==> src/rtl/bw_io_impctl_upd_sched.sv <==
// Impedance-code update scheduler: round-robin arbitration over NREQ channels,
// serial MSB-first broadcast of the winning code, one-cycle bank update strobe,
// then a quiet gap before the next transfer.
module bw_io_impctl_upd_sched #(
    parameter int NREQ   = 4,
    parameter int CODE_W = 8,
    parameter int GAP    = 3,
    parameter int SEL_W  = 2
) (
    input  logic                     l2clk,
    input  logic                     hard_reset_n,
    input  logic [NREQ-1:0]          req,
    input  logic [NREQ*CODE_W-1:0]   code_in,
    input  logic                     freeze,
    output logic [NREQ-1:0]          gnt,
    output logic [SEL_W-1:0]         bank_sel,
    output logic                     sclk_en,
    output logic                     sdata,
    output logic                     upd_strobe,
    output logic                     busy
);

    localparam int BC_W = (CODE_W > 1) ? $clog2(CODE_W) : 1;

    typedef enum logic [2:0] {
        S_IDLE   = 3'd0,
        S_LOAD   = 3'd1,
        S_SHIFT  = 3'd2,
        S_STROBE = 3'd3,
        S_GAP    = 3'd4
    } state_t;

    state_t           state, state_nxt;
    logic [SEL_W-1:0] ptr;       // last granted channel
    logic [SEL_W-1:0] pick;
    logic             pick_vld;
    int               arb_idx;
    logic [CODE_W-1:0] shreg;
    logic [BC_W-1:0]  bit_cnt;
    logic [3:0]       gap_cnt;

    // Round-robin pick: first asserted req scanning upward from ptr+1, wrapping.
    always_comb begin
        pick     = '0;
        pick_vld = 1'b0;
        arb_idx  = 0;
        for (int off = 1; off <= NREQ; off++) begin
            arb_idx = int'(ptr) + off;
            if (arb_idx >= NREQ) arb_idx = arb_idx - NREQ;
            if (!pick_vld && req[arb_idx]) begin
                pick     = SEL_W'(arb_idx);
                pick_vld = 1'b1;
            end
        end
    end

    // Next-state decode; unused encodings fall back to IDLE.
    always_comb begin
        state_nxt = state;
        case (state)
            S_IDLE:   if (!freeze && pick_vld) state_nxt = S_LOAD;
            S_LOAD:   state_nxt = S_SHIFT;
            S_SHIFT:  if (bit_cnt == '0) state_nxt = S_STROBE;
            S_STROBE: state_nxt = (GAP > 0) ? S_GAP : S_IDLE;
            S_GAP:    if (gap_cnt == '0) state_nxt = S_IDLE;
            default:  state_nxt = S_IDLE;
        endcase
    end

    // State register.
    always_ff @(posedge l2clk or negedge hard_reset_n) begin
        if (!hard_reset_n) state <= S_IDLE;
        else               state <= state_nxt;
    end

    // Datapath: selection, code capture, shifting and gap counting.
    always_ff @(posedge l2clk or negedge hard_reset_n) begin
        if (!hard_reset_n) begin
            bank_sel <= '0;
            ptr      <= SEL_W'(NREQ - 1);
            shreg    <= '0;
            bit_cnt  <= '0;
            gap_cnt  <= '0;
        end else begin
            if (state == S_IDLE && state_nxt == S_LOAD) bank_sel <= pick;
            if (state == S_LOAD) begin
                // Code is taken from the LOAD-cycle value of the granted channel.
                shreg   <= code_in[int'(bank_sel)*CODE_W +: CODE_W];
                ptr     <= bank_sel;
                bit_cnt <= BC_W'(CODE_W - 1);
            end
            if (state == S_SHIFT) begin
                shreg   <= shreg << 1;
                bit_cnt <= bit_cnt - 1'b1;
            end
            if (state == S_STROBE) gap_cnt <= 4'((GAP > 0) ? GAP - 1 : 0);
            if (state == S_GAP)    gap_cnt <= gap_cnt - 1'b1;
        end
    end

    // Outputs are pure state decodes so reset drops them immediately.
    always_comb begin
        gnt = '0;
        if (state == S_LOAD) gnt[bank_sel] = 1'b1;
        sclk_en    = (state == S_SHIFT);
        sdata      = (state == S_SHIFT) & shreg[CODE_W-1];
        upd_strobe = (state == S_STROBE);
        busy       = (state != S_IDLE);
    end

endmodule

==> config.mk <==
export PLATFORM = sky130hd
export DESIGN_NAME = bw_io_impctl_upd_sched
export DESIGN_NICKNAME = d
export VERILOG_FILES = /design/src/rtl/bw_io_impctl_upd_sched.sv
export SDC_FILE = /design/constraint.sdc
export NUM_CORES = 1
export LEC_CHECK = 0
export CORE_MARGIN = 4
export CORE_UTILIZATION = 40
export DETAILED_ROUTE_END_ITERATION = 8
export PLACE_DENSITY = 0.8
export SLEW_MARGIN = 5
export SYNTH_ARGS = -nofsm -noshare
export SYNTH_HDL_FRONTEND = slang
export SYNTH_SLANG_ARGS = --single-unit
==> constraint.sdc <==
create_clock -name l2clk -period 1.9 [get_ports l2clk]
set_input_delay 0.38 -clock l2clk [delete_from_list [all_inputs] [get_ports l2clk]]
set_output_delay 0.38 -clock l2clk [all_outputs]
set_load 0.05 [all_outputs]
Yosys cells after proc, flatten, opt, wreduce, memory -nomap -nowiden
Cells that the tools add are included.

Register bits after elaboration: 22. Memories kept: 0. Input bits: 39. Bits in latches: 0. Memory bits (read-only): 0. Output and inout port bits: 10. Word-level logic and storage cells: 86. Memory bits (writable): 0.

Eq/ne operators: 5. Div/mod/pow operators: 0. Shift operators: 1. Multipliers: 0. Multiplexer cells: 37. Order comparisons: 10. Add/subtract/negate cells: 10. Reductions and logical operators: 16. Bitwise gates (word level): 1.

Operator list (number): less-than comparator 32 x 4 -> 1 bit (second input constant) (4); 2-to-1 mux 32 bit (4); indexed part select 32 x 6 -> 8 bit (1); 2-to-1 mux 8 bit (2); 2-to-1 mux 3 bit (5); case mux 3 bit (5 select lines) (1); 2-to-1 mux 1 bit (13); 2-to-1 mux 4 bit (3); subtractor 3 x 3 -> 4 bit (second input constant) (3); greater-or-equal comparator 3 bit (second input constant) (3); binary-select mux 1 bit (select 2 bit) (4); 2-to-1 mux 2 bit (4); adder 2 x 2 -> 3 bit (second input constant) (2); equality test 3 x 1 -> 1 bit (second input constant) (2); equality test 3 x 2 -> 1 bit (second input constant) (2); logical AND 1 bit (6); logical NOT 3 bit (2); subtractor 4 x 3 -> 5 bit (second input constant) (1); adder 2 x 3 -> 4 bit (second input constant) (1); greater-or-equal comparator 4 x 3 -> 1 bit (second input constant) (1); logical NOT 1 bit (4); logical NOT 4 bit (1); nonzero test 2 bit (2); subtractor 4 x 1 -> 4 bit (second input constant) (1); 8 further kinds (8).

Depth between registers and ports, before layout
Gate-level depths: netlist of run 1.

Depth in word-level cells: 21. Depth in mapped cells: 4. Gate-level depth less buffers: 4.

Worst setup path before layout of run 1
Ideal clock, no wire load.

Path kind: flip-flop to output port. Start point: register state[2]. End point: output gnt[0]. Data required time: 1.520 ns. Path buffers: 1. Stages on the path, launching flop included: 4. Setup slack: -0.586 ns. Data arrival time: 2.106 ns. Cells stage by stage: dfrtp_1 > buf_6 > or3b_2 > nor3_1.

Cells in the longest elaborated chain, start to end: 2.

Ends and longest elaborated chain: start, declared (line 33) `state_t state, state_nxt;`; start signal, assigned (line 73) `else state <= state_nxt;`; equality test 3 x 1 -> 1 bit (line 104) `if (state == S_LOAD) gnt[bank_sel] = 1'b1;`; 2-to-1 mux 4 bit (line 104); end, declared (line 15) `output logic [NREQ-1:0] gnt,`.

Every way passes these cells.

Final worst setup path of run 1
Start point: register state[1]. End point: output gnt[0].

Same word-level chain as after synthesis.

==> results of run 1 <==
-- critical path, cell delays in order (launching register included) --
cell     delay (ps)
dfrtp_2         460
or3b_4          430
nor3_4          160
buf_12          160
-- per-stage QoR --
stage          cell area (µm²)  TNS (ps)  total power [mW]  utilization, %
3_3_place_gp              2010         0              2.55            63.8
5_1_grt                   2140      -257              3.24            67.8
3_5_place_dp              2010         0              2.62            63.8
4_1_cts                   2080     -45.6              2.92            65.9
6_report                  2140         0              3.02            67.8
2_1_floorplan             1370      -217              1.99               -
-- what timing repair did --
| action | in CTS | in global routing |
|---|---|---|
| pin swaps | 3 | 0 |
| setup endpoints to repair | 6 | 4 |
| endpoints found under the hold margin | 0 | 0 |
| resized for setup | 7 | 3 |
| setup buffers | 3 | 7 |
-- cells in the mapped netlist, types with 2 or more instances --
cell and instances:
a21o_1 2, nand2_1 8, dfrtp_1 20, nor3_1 3, o32a_1 2, mux4_1 3
inv_1 8, and2_1 9, dfstp_2 2, buf_6 2, buf_2 3, mux4_2 5
nor2_1 6, a22oi_1 2, a221o_1 7, ha_1 4, a21oi_1 7, nand2b_1 2
a311oi_1 2, a31oi_1 2
-- logic make-up after synthesis --
| kind of cell | after synthesis | synth area share, % |
|---|---|---|
| muxes | 10 | 15.7 |
| and+or+nand+nor | 39 | 17.6 |
| buffers and inverters | 14 | 5.26 |
| AOI/OAI and AO/OA | 30 | 17.0 |
| DFF | 22 | 40.8 |
| adders and majority gates | 4 | 3.69 |
-- final timing paths --
kind	depth (start not counted)	from	end	slack [ps]
setup / recovery	3	state[1]$_DFF_PN0_	gnt[0]	10
hold / removal	2	hard_reset_n	shreg[3]$_DFFE_PN0P_	410
setup reg to reg	6	state[1]$_DFF_PN0_	bit_cnt[1]$_DFFE_PN0P_	40
hold reg to reg	1	bit_cnt[0]$_DFFE_PN0P_	bit_cnt[0]$_DFFE_PN0P_	490
max in group asynchronous	2	hard_reset_n	ptr[1]$_DFFE_PN1P_	1200
min in group l2clk	1	bit_cnt[0]$_DFFE_PN0P_	bit_cnt[0]$_DFFE_PN0P_	490
-- state kept, by name, indices dropped and copies added (netlist names) --
signal and cells:
state 3, gap_cnt 4, bit_cnt 3, shreg 8
ptr 2, bank_sel 2
-- final cells by class --
type                       instances  share of cell area (%)
inverter                           8                    1.40
multi-input combinational         83                    35.4
timing repair buffer              66                    33.2
sequential                        22                    26.2
tap                               44                    2.57
clock buffer                       4                    1.23
-- report_power, final --
| part | switching, mW | internal, mW |
|---|---|---|
| Combinational | 0.889 | 1.00 |
| Clock | 0.134 | 0.0820 |
| Sequential | 0.227 | 0.685 |
-- routing by layer --
metal	track usage [%]	wire length, µm
met2	33.8	2020
met5	0	0
met4	7.11	76
met1	19.2	1390
met3	3.40	160
==> flow_summary.json, run 1 <==
{
  "mostFrequentLayoutCells": "clkdlybuf4s50_1 (38), buf_4 (17), dfrtp_1 (15)",
  "netlist_area_mm2": 0.00136,
  "nFillCells": 249,
  "drive_gt1_share_pct": 28.4,
  "die_x_um": 66.2,
  "fp.dieH_um": 66.2,
  "synth_flop_cell": "dfrtp_1",
  "place_congestion": 0.790,
  "maxSlewViolCount": 0,
  "core_area_mm2": 0.00315,
  "initial_core_util_pct": 43.0,
  "cts-buffers-inserted": 3,
  "grt_pass1_vias": 1268,
  "ys_seq_elements": 22,
  "cts.root.buffer_cell": "clkbuf_4",
  "ys_async_sr_fraction_pct": 100,
  "ff_latch_area_um2": 559,
  "multi_input_area_um2": 757,
  "dp_hpwl_um": 2910,
  "p_leak_nw": 0.938,
  "io_pins": 49,
  "dp.cells": 213,
  "cp_max_fo": 5,
  "areaGrowthSynthToFinish_pct": 57.7,
  "netlist_instances": 119,
  "ys_types": 40,
  "synth_area_leader_cell": "dfrtp_1",
  "rsz0062_at_grt": "yes",
  "rows": 20,
  "routed_wl_um": 3650,
  "synth_top_area_share_pct": 36.9,
  "layout.nets": 227,
  "setup_ws_ps": 10.1,
  "clk_pin_slew_ps": 120,
  "ys_seq_area_share_pct": 40.8,
  "portBuffers": 48,
  "status": "complete, no violations",
  "ys_top_cells_by_area": "dfrtp_1 (37%), mux4_2 (8.3%), mux4_1 (5.8%)",
  "startpoint_type": "flop",
  "clock_latency_ps": 310,
  "dieArea_mm2": 0.00439,
  "relSlewSlack_pct": 54.3,
  "grt_first_pass_wirelength_um": 5870,
  "antenna_found_initial": 0,
  "h-tree-depth": 1,
  "ir_drop_v": 0.000899,
  "routed_via_density": 5.48,
  "finalClockSkew_ps": 9.82,
  "crit_type": "reg -> out",
  "maxCapViolations": 0,
  "pwr_density_cell_mw_per_mm2": 1410,
  "ant_nets": 0,
  "post_drt_wl_per_cell_um": 16.1,
  "syn_nets": 162,
  "min_period_ps": 1890,
  "diodes": 0,
  "grt.total_usage_pct": 17.9,
  "cts_buffer_depth": 2,
  "grt_max_degree": 23,
  "vias": 1244,
  "syn_area_per_cell_um2": 11.4,
  "dr.pass1.iters": 4,
  "hold_violations": 0,
  "hold_path_class": "in -> async",
  "cp_data_required_time_ps": 1520,
  "dp_slack_ps": 20.2,
  "hold_ws_ps": 408,
  "synth_edf_count": 0,
  "final-setup-viol-count": 0,
  "clock-sinks": 22,
  "cts_tree": "done",
  "yosys_warnings": 0,
  "fin_cells": 227,
  "final_common_cell": "clkdlybuf4s50_1",
  "drc": 0,
  "max_freq_ghz": 0.529,
  "grt_overflow": 0,
  "postCtsHoldBufs": 0,
  "dr.first_iter.drc_count": 39,
  "tightestPinTransition_ps": 683,
  "cp-end-kind": "output pin",
  "arrival_ps": 1510,
  "fin_crit_sh_pct": 99.5
}
(Power assumes the default switching activity.)
==> inputs of run 2 (changes only) <==
--- a/config.mk
+++ b/config.mk
@@ -8,6 +8,7 @@
 export CORE_MARGIN = 4
 export CORE_UTILIZATION = 40
 export DETAILED_ROUTE_END_ITERATION = 8
+export GPL_TIMING_DRIVEN = 0
 export PLACE_DENSITY = 0.8
 export SLEW_MARGIN = 5
 export SYNTH_ARGS = -nofsm -noshare
==> run 2 against run 1 <==
Against the previous run:
- the run now ends with negative setup slack left
- first-iteration DRC count rose by 120%
- critical path depth rose by 1
- worst setup slack got worse by 130 ps
- clock skew rose by 3.2 ps
- via count rose by 1.7%
- sequential share of layout area rose by 0.27 points
==> flow_summary.json, run 2 (same netlist as run 1, synthesis figures left out) <==
{
  "grt_overflow": 0,
  "hold_violations": 0,
  "swShare_pct": 41.2,
  "dp_hpwl_um": 2920,
  "tightestPinTransition_ps": 990,
  "clock-sinks": 22,
  "cp_max_fo": 4,
  "cp_data_required_time_ps": 1520,
  "dr.first_iter.drc_count": 84,
  "clock_latency_ps": 310,
  "io_pins": 49,
  "ir_drop_v": 0.000880,
  "cts.root.buffer_cell": "clkbuf_4",
  "met3_length_um": 195,
  "met1Wirelength_um": 1510,
  "cts-buffers-inserted": 3,
  "routed_via_density": 5.52,
  "grt_first_pass_wirelength_um": 6270,
  "hold_path_class": "reg -> reg",
  "antenna_found_initial": 0,
  "dieArea_mm2": 0.00439,
  "routed_wl_um": 3870,
  "fin_crit_sh_pct": 106,
  "vias": 1265,
  "cp-end-kind": "output pin",
  "clock_power_share_pct": 11.7,
  "dp_slack_ps": -586,
  "p_seq_share_pct": 28.4,
  "p_switching_mw": 1.27,
  "mostFrequentLayoutCells": "clkdlybuf4s50_1 (38), dfrtp_1 (17), buf_4 (14)",
  "dr.pass1.iters": 4,
  "reg_top3": "shreg: 8 flops, gap_cnt: 4 flops",
  "cts_tree": "done",
  "crit_type": "reg -> out",
  "violations": "negative setup slack",
  "wl_met2_um": 2130,
  "relSlewSlack_pct": 33.8,
  "diodes": 0,
  "p_int_mw": 1.82,
  "die_x_um": 66.2,
  "grt_max_degree": 23,
  "maxCapViolations": 0,
  "drive_gt1_share_pct": 28.6,
  "grt_pass1_vias": 1325,
  "areaGrowthSynthToFinish_pct": 55.4,
  "portBuffers": 48,
  "final-setup-viol-count": 4,
  "min_period_ps": 2020,
  "pwr_density_cell_mw_per_mm2": 1470,
  "layout.nets": 229,
  "initial_core_util_pct": 43.0,
  "combPwrFrac_pct": 59.9,
  "h-tree-depth": 1,
  "hold_depth": 2,
  "setup_ws_ps": -115,
  "cts_buffer_depth": 2,
  "status": "finished with violations",
  "maxSlewViolCount": 0,
  "post_drt_wl_per_cell_um": 16.9,
  "nFillCells": 253,
  "rows": 20,
  "top_layer": "met4",
  "final_area_mm2": 0.00211,
  "largest_reg_flops": 8,
  "max_freq_ghz": 0.496,
  "place_congestion": 0.740,
  "postCtsHoldBufs": 0,
  "drc": 0,
  "core_area_mm2": 0.00315,
  "grt.total_usage_pct": 18.9,
  "ant_nets": 0,
  "p_leak_nw": 0.945,
  "ff_latch_area_um2": 557,
  "dpl_cell_area_mm2": 0.00191,
  "fp.dieH_um": 66.2,
  "startpoint_type": "flop",
  "rsz0062_at_grt": "yes",
  "reg2reg_depth": 4,
  "clk_pin_slew_ps": 120,
  "arrival_ps": 1640,
  "final_common_cell": "clkdlybuf4s50_1",
  "multi_input_area_um2": 769,
  "top_register": "shreg",
  "finalClockSkew_ps": 13.1
}
run 2: cell types whose count changed in the layout (fill, tap and decap cells not counted), moves of 3 or more:
cell and delta:
buf_2 +4, buf_4 -3, buf_12 -9, buf_6 +6
run 2: final cells by class:
class	count	area share, %
timing repair buffer	62	27.9
sequential	22	26.4
inverter	8	1.43
multi-input combinational	83	36.5
buffer	6	2.61
clock buffer	3	1.07
tap	44	2.61
clock inverter	1	1.43
run 2: critical path, stage by stage (launching register included):
cell	delay, ps
dfrtp_2	470
buf_6	140
or3b_4	400
nor3_4	140
buf_6	180
run 2: timing repair:
item | CTS | global route
setup buffers | 8 | 6
setup endpoints to repair | 10 | 8
resized for setup | 60 | 11
pin swaps | 1 | 3
endpoints found under the hold margin | 0 | 0
run 2: worst paths after layout:
check	from	end	slack [ps]
worst max-delay path	state[2]$_DFF_PN0_	gnt[0]	-120
worst min-delay path	ptr[0]$_DFFE_PN1P_	ptr[0]$_DFFE_PN1P_	480
worst max register to register	bank_sel[0]$_DFFE_PN0P_	shreg[6]$_DFFE_PN0P_	160
worst min register to register	ptr[0]$_DFFE_PN1P_	ptr[0]$_DFFE_PN1P_	480
max in group asynchronous	hard_reset_n	state[2]$_DFF_PN0_	630
min in group asynchronous	hard_reset_n	shreg[5]$_DFFE_PN0P_	600
run 2: stage by stage:
stage               setup TNS, ps  cells  utilization (%)  power, mW  hold slack (ps)
floorplan                    -217    119                -       1.99             84.4
global placement            -3170    211             60.5       2.39              463
detailed placement          -3390    211             60.5       2.46              468
CTS                          -136    223             64.7       2.96              487
global route                 -407    229             66.8       3.30              526
finish                       -164    229             66.8       3.09              484
run 2: power by group through the flow:
stage                     combinational (mW)  sequential (mW)  clock, mW
after floorplan                         1.10            0.899          0
after detailed placement                1.59            0.874          0
after CTS                               1.72            0.873      0.365
after global placement                  1.53            0.859          0
after global routing                    2.01            0.908      0.384
final                                   1.85            0.879      0.362
run 2: routing by layer:
metal,up-vias,global-route usage [%]
met5,-,0
met4,0,4.57
met3,2,3.74
met2,48,35.7
met1,626,21.4
li1,589,-
==> inputs of run 3 (changes only) <==
--- a/config.mk
+++ b/config.mk
@@ -6,10 +6,11 @@
 export NUM_CORES = 1
 export LEC_CHECK = 0
 export CORE_MARGIN = 4
-export CORE_UTILIZATION = 40
+export CORE_UTILIZATION = 44
 export DETAILED_ROUTE_END_ITERATION = 8
 export GPL_TIMING_DRIVEN = 0
-export PLACE_DENSITY = 0.8
+export MAX_ROUTING_LAYER = met4
+export PLACE_DENSITY = 0.86
 export SLEW_MARGIN = 5
 export SYNTH_ARGS = -nofsm -noshare
 export SYNTH_HDL_FRONTEND = slang
==> constraint.sdc (replaced) <==
create_clock -name l2clk -period 1.9 [get_ports l2clk]
set_input_delay 0.475 -clock l2clk [delete_from_list [all_inputs] [get_ports l2clk]]
set_output_delay 0.475 -clock l2clk [all_outputs]
set_load 0.05 [all_outputs]
==> run 3 against run 2 <==
Against the previous run:
- the run still ends with negative setup slack left
- first-iteration DRC count decreased by 36%
- worst setup slack got worse by 65 ps
- die area decreased by 8.0%
- sequential power increased by 0.5%
- global-route usage increased by 2.0 points
- count of clock-buffer cells in the layout unchanged
- final cell count decreased by 2.6%
- non-clock buffer count increased by 7
- critical path depth unchanged
- sequential share of layout area decreased by 0.72 points
- hold slack improved by 7.8 ps
- fmax decreased by 3.1%
- highest routed layer unchanged
==> flow_summary.json, run 3 (same netlist as run 1, synthesis figures left out) <==
{
  "initial_core_util_pct": 47.5,
  "tightestPinTransition_ps": 1020,
  "power_mw": 3.30,
  "top_register": "shreg",
  "routed_via_density": 5.97,
  "crit_path_top_delay_cell": "dfrtp_2",
  "final_common_cell": "clkdlybuf4s50_1",
  "rows": 19,
  "arrival_ps": 1610,
  "cpMostUsedCell": "buf_6",
  "setup.worst_path.start": "state[2]$_DFF_PN0_",
  "startpoint_type": "flop",
  "tns_ps": -840,
  "dr.first_iter.drc_count": 54,
  "fin_crit_sh_pct": 110,
  "hp-start": "bit_cnt[0]$_DFFE_PN0P_",
  "antenna_found_initial": 0,
  "nFillCells": 195,
  "place_congestion": 0.800,
  "fin_cells": 223,
  "cp-end-kind": "output pin",
  "cts_buffer_depth": 2,
  "die_x_um": 63.5,
  "hold_ws_ps": 492,
  "final-setup-viol-count": 7,
  "cp_cell_sequence": "buf_6 > or3b_4 > nor3_4 > buf_6",
  "largest_reg_flops": 8,
  "maxSlewViolCount": 0,
  "max_freq_ghz": 0.481,
  "cts.root.buffer_cell": "clkbuf_4",
  "relSlewSlack_pct": 31.6,
  "postCtsHoldBufs": 0,
  "h-tree-depth": 1,
  "dr.pass1.iters": 4,
  "hold_depth": 1,
  "p_leak_nw": 0.981,
  "grt_pass1_vias": 1347,
  "reg_top3": "shreg: 8 flops, gap_cnt: 4 flops",
  "r2r-end": "bank_sel[1]$_DFFE_PN0P_",
  "r2r-start": "state[2]$_DFF_PN0_",
  "grt_overflow": 0,
  "fp.dieH_um": 63.5,
  "reg2reg_depth": 6,
  "dieArea_mm2": 0.00403,
  "drc": 0,
  "post_drt_wl_per_cell_um": 18.5,
  "status": "finished with violations",
  "dp.cells": 198,
  "mostFrequentLayoutCells": "clkdlybuf4s50_1 (38), buf_4 (19), dfrtp_1 (16)",
  "holdPathEnd": "bit_cnt[0]$_DFFE_PN0P_",
  "pwr_density_cell_mw_per_mm2": 1520,
  "grt_first_pass_wirelength_um": 6470,
  "areaGrowthSynthToFinish_pct": 60.1,
  "finalClockSkew_ps": 3.60,
  "grt_max_degree": 23,
  "io_pins": 49,
  "cp_max_fo": 4,
  "drive_gt1_share_pct": 31.8,
  "ant_nets": 0,
  "vias": 1331,
  "core_area_mm2": 0.00285,
  "setup_ws_ps": -181,
  "ir_drop_v": 0.000967,
  "portBuffers": 48,
  "cts_tree": "done",
  "diodes": 0,
  "clk_pin_slew_ps": 130,
  "hold_violations": 0,
  "min_period_ps": 2080,
  "final_area_mm2": 0.00217,
  "dp_slack_ps": -734,
  "clock-sinks": 22,
  "hold_path_class": "reg -> reg",
  "cts-buffers-inserted": 3,
  "layout.nets": 236,
  "grt.total_usage_pct": 20.8,
  "rsz0062_at_grt": "yes",
  "ff_latch_area_um2": 558,
  "routed_wl_um": 4130,
  "r2r_setup_slack_ps": -10,
  "dpl_cell_area_mm2": 0.00190,
  "violations": "negative setup slack",
  "dp_hpwl_um": 2800,
  "cp_data_required_time_ps": 1420,
  "maxCapViolations": 0,
  "post-route-util_pct": 76.1,
  "slowest_delay_ps": 470,
  "multi_input_area_um2": 772,
  "clock_latency_ps": 300,
  "crit_type": "reg -> out"
}
-- run 3: how the worst max path moves through the flow --
stage | depth (start not counted) | to
global route | 4 | gnt[0]
global placement | 4 | gnt[2]
floorplan | 3 | gnt[0]
detailed placement | 5 | gnt[1]
finish | 4 | gnt[0]
CTS | 4 | gnt[0]
-- run 3: final cells by class --
type	count	area share (%)
multi-input combinational	83	35.6
timing repair buffer	69	30.6
sequential	22	25.7
buffer	6	2.54
tap	31	1.79
clock inverter	1	1.38
inverter	8	1.38
clock buffer	3	1.04
-- run 3: report_power, final --
| part | internal (mW) | total, mW | switching, mW |
|---|---|---|---|
| logic | 1.06 | 2.06 | 1.00 |
| registers | 0.684 | 0.883 | 0.199 |
| clock network | 0.213 | 0.360 | 0.147 |
-- run 3: what timing repair did --
action,4_1_cts,5_1_grt
setup buffers,14,7
gates cloned,0,0
gates resized for setup,68,9
endpoints found under the setup margin,10,9
pin swaps,4,4
-- run 3: worst max-delay path, delay by kind of cell, from the launching register on --
| kind | cells | cell delay (ps) |
|---|---|---|
| DFF | 1 | 470 |
| buffers and inverters | 2 | 320 |
| and+or+nand+nor | 2 | 510 |
-- run 3: layer usage --
| metal | part of all wire (%) | wire [µm] | track usage (%) | vias up |
|---|---|---|---|---|
| li1 | - | - | - | 602 |
| met3 | 4.1 | 171 | 2.31 | 4 |
| met1 | 38 | 1580 | 23.1 | 672 |
| met5 | 0 | 0 | - | - |
| met2 | 56 | 2320 | 39.0 | 53 |
| met4 | 1.3 | 55 | 5.93 | 0 |
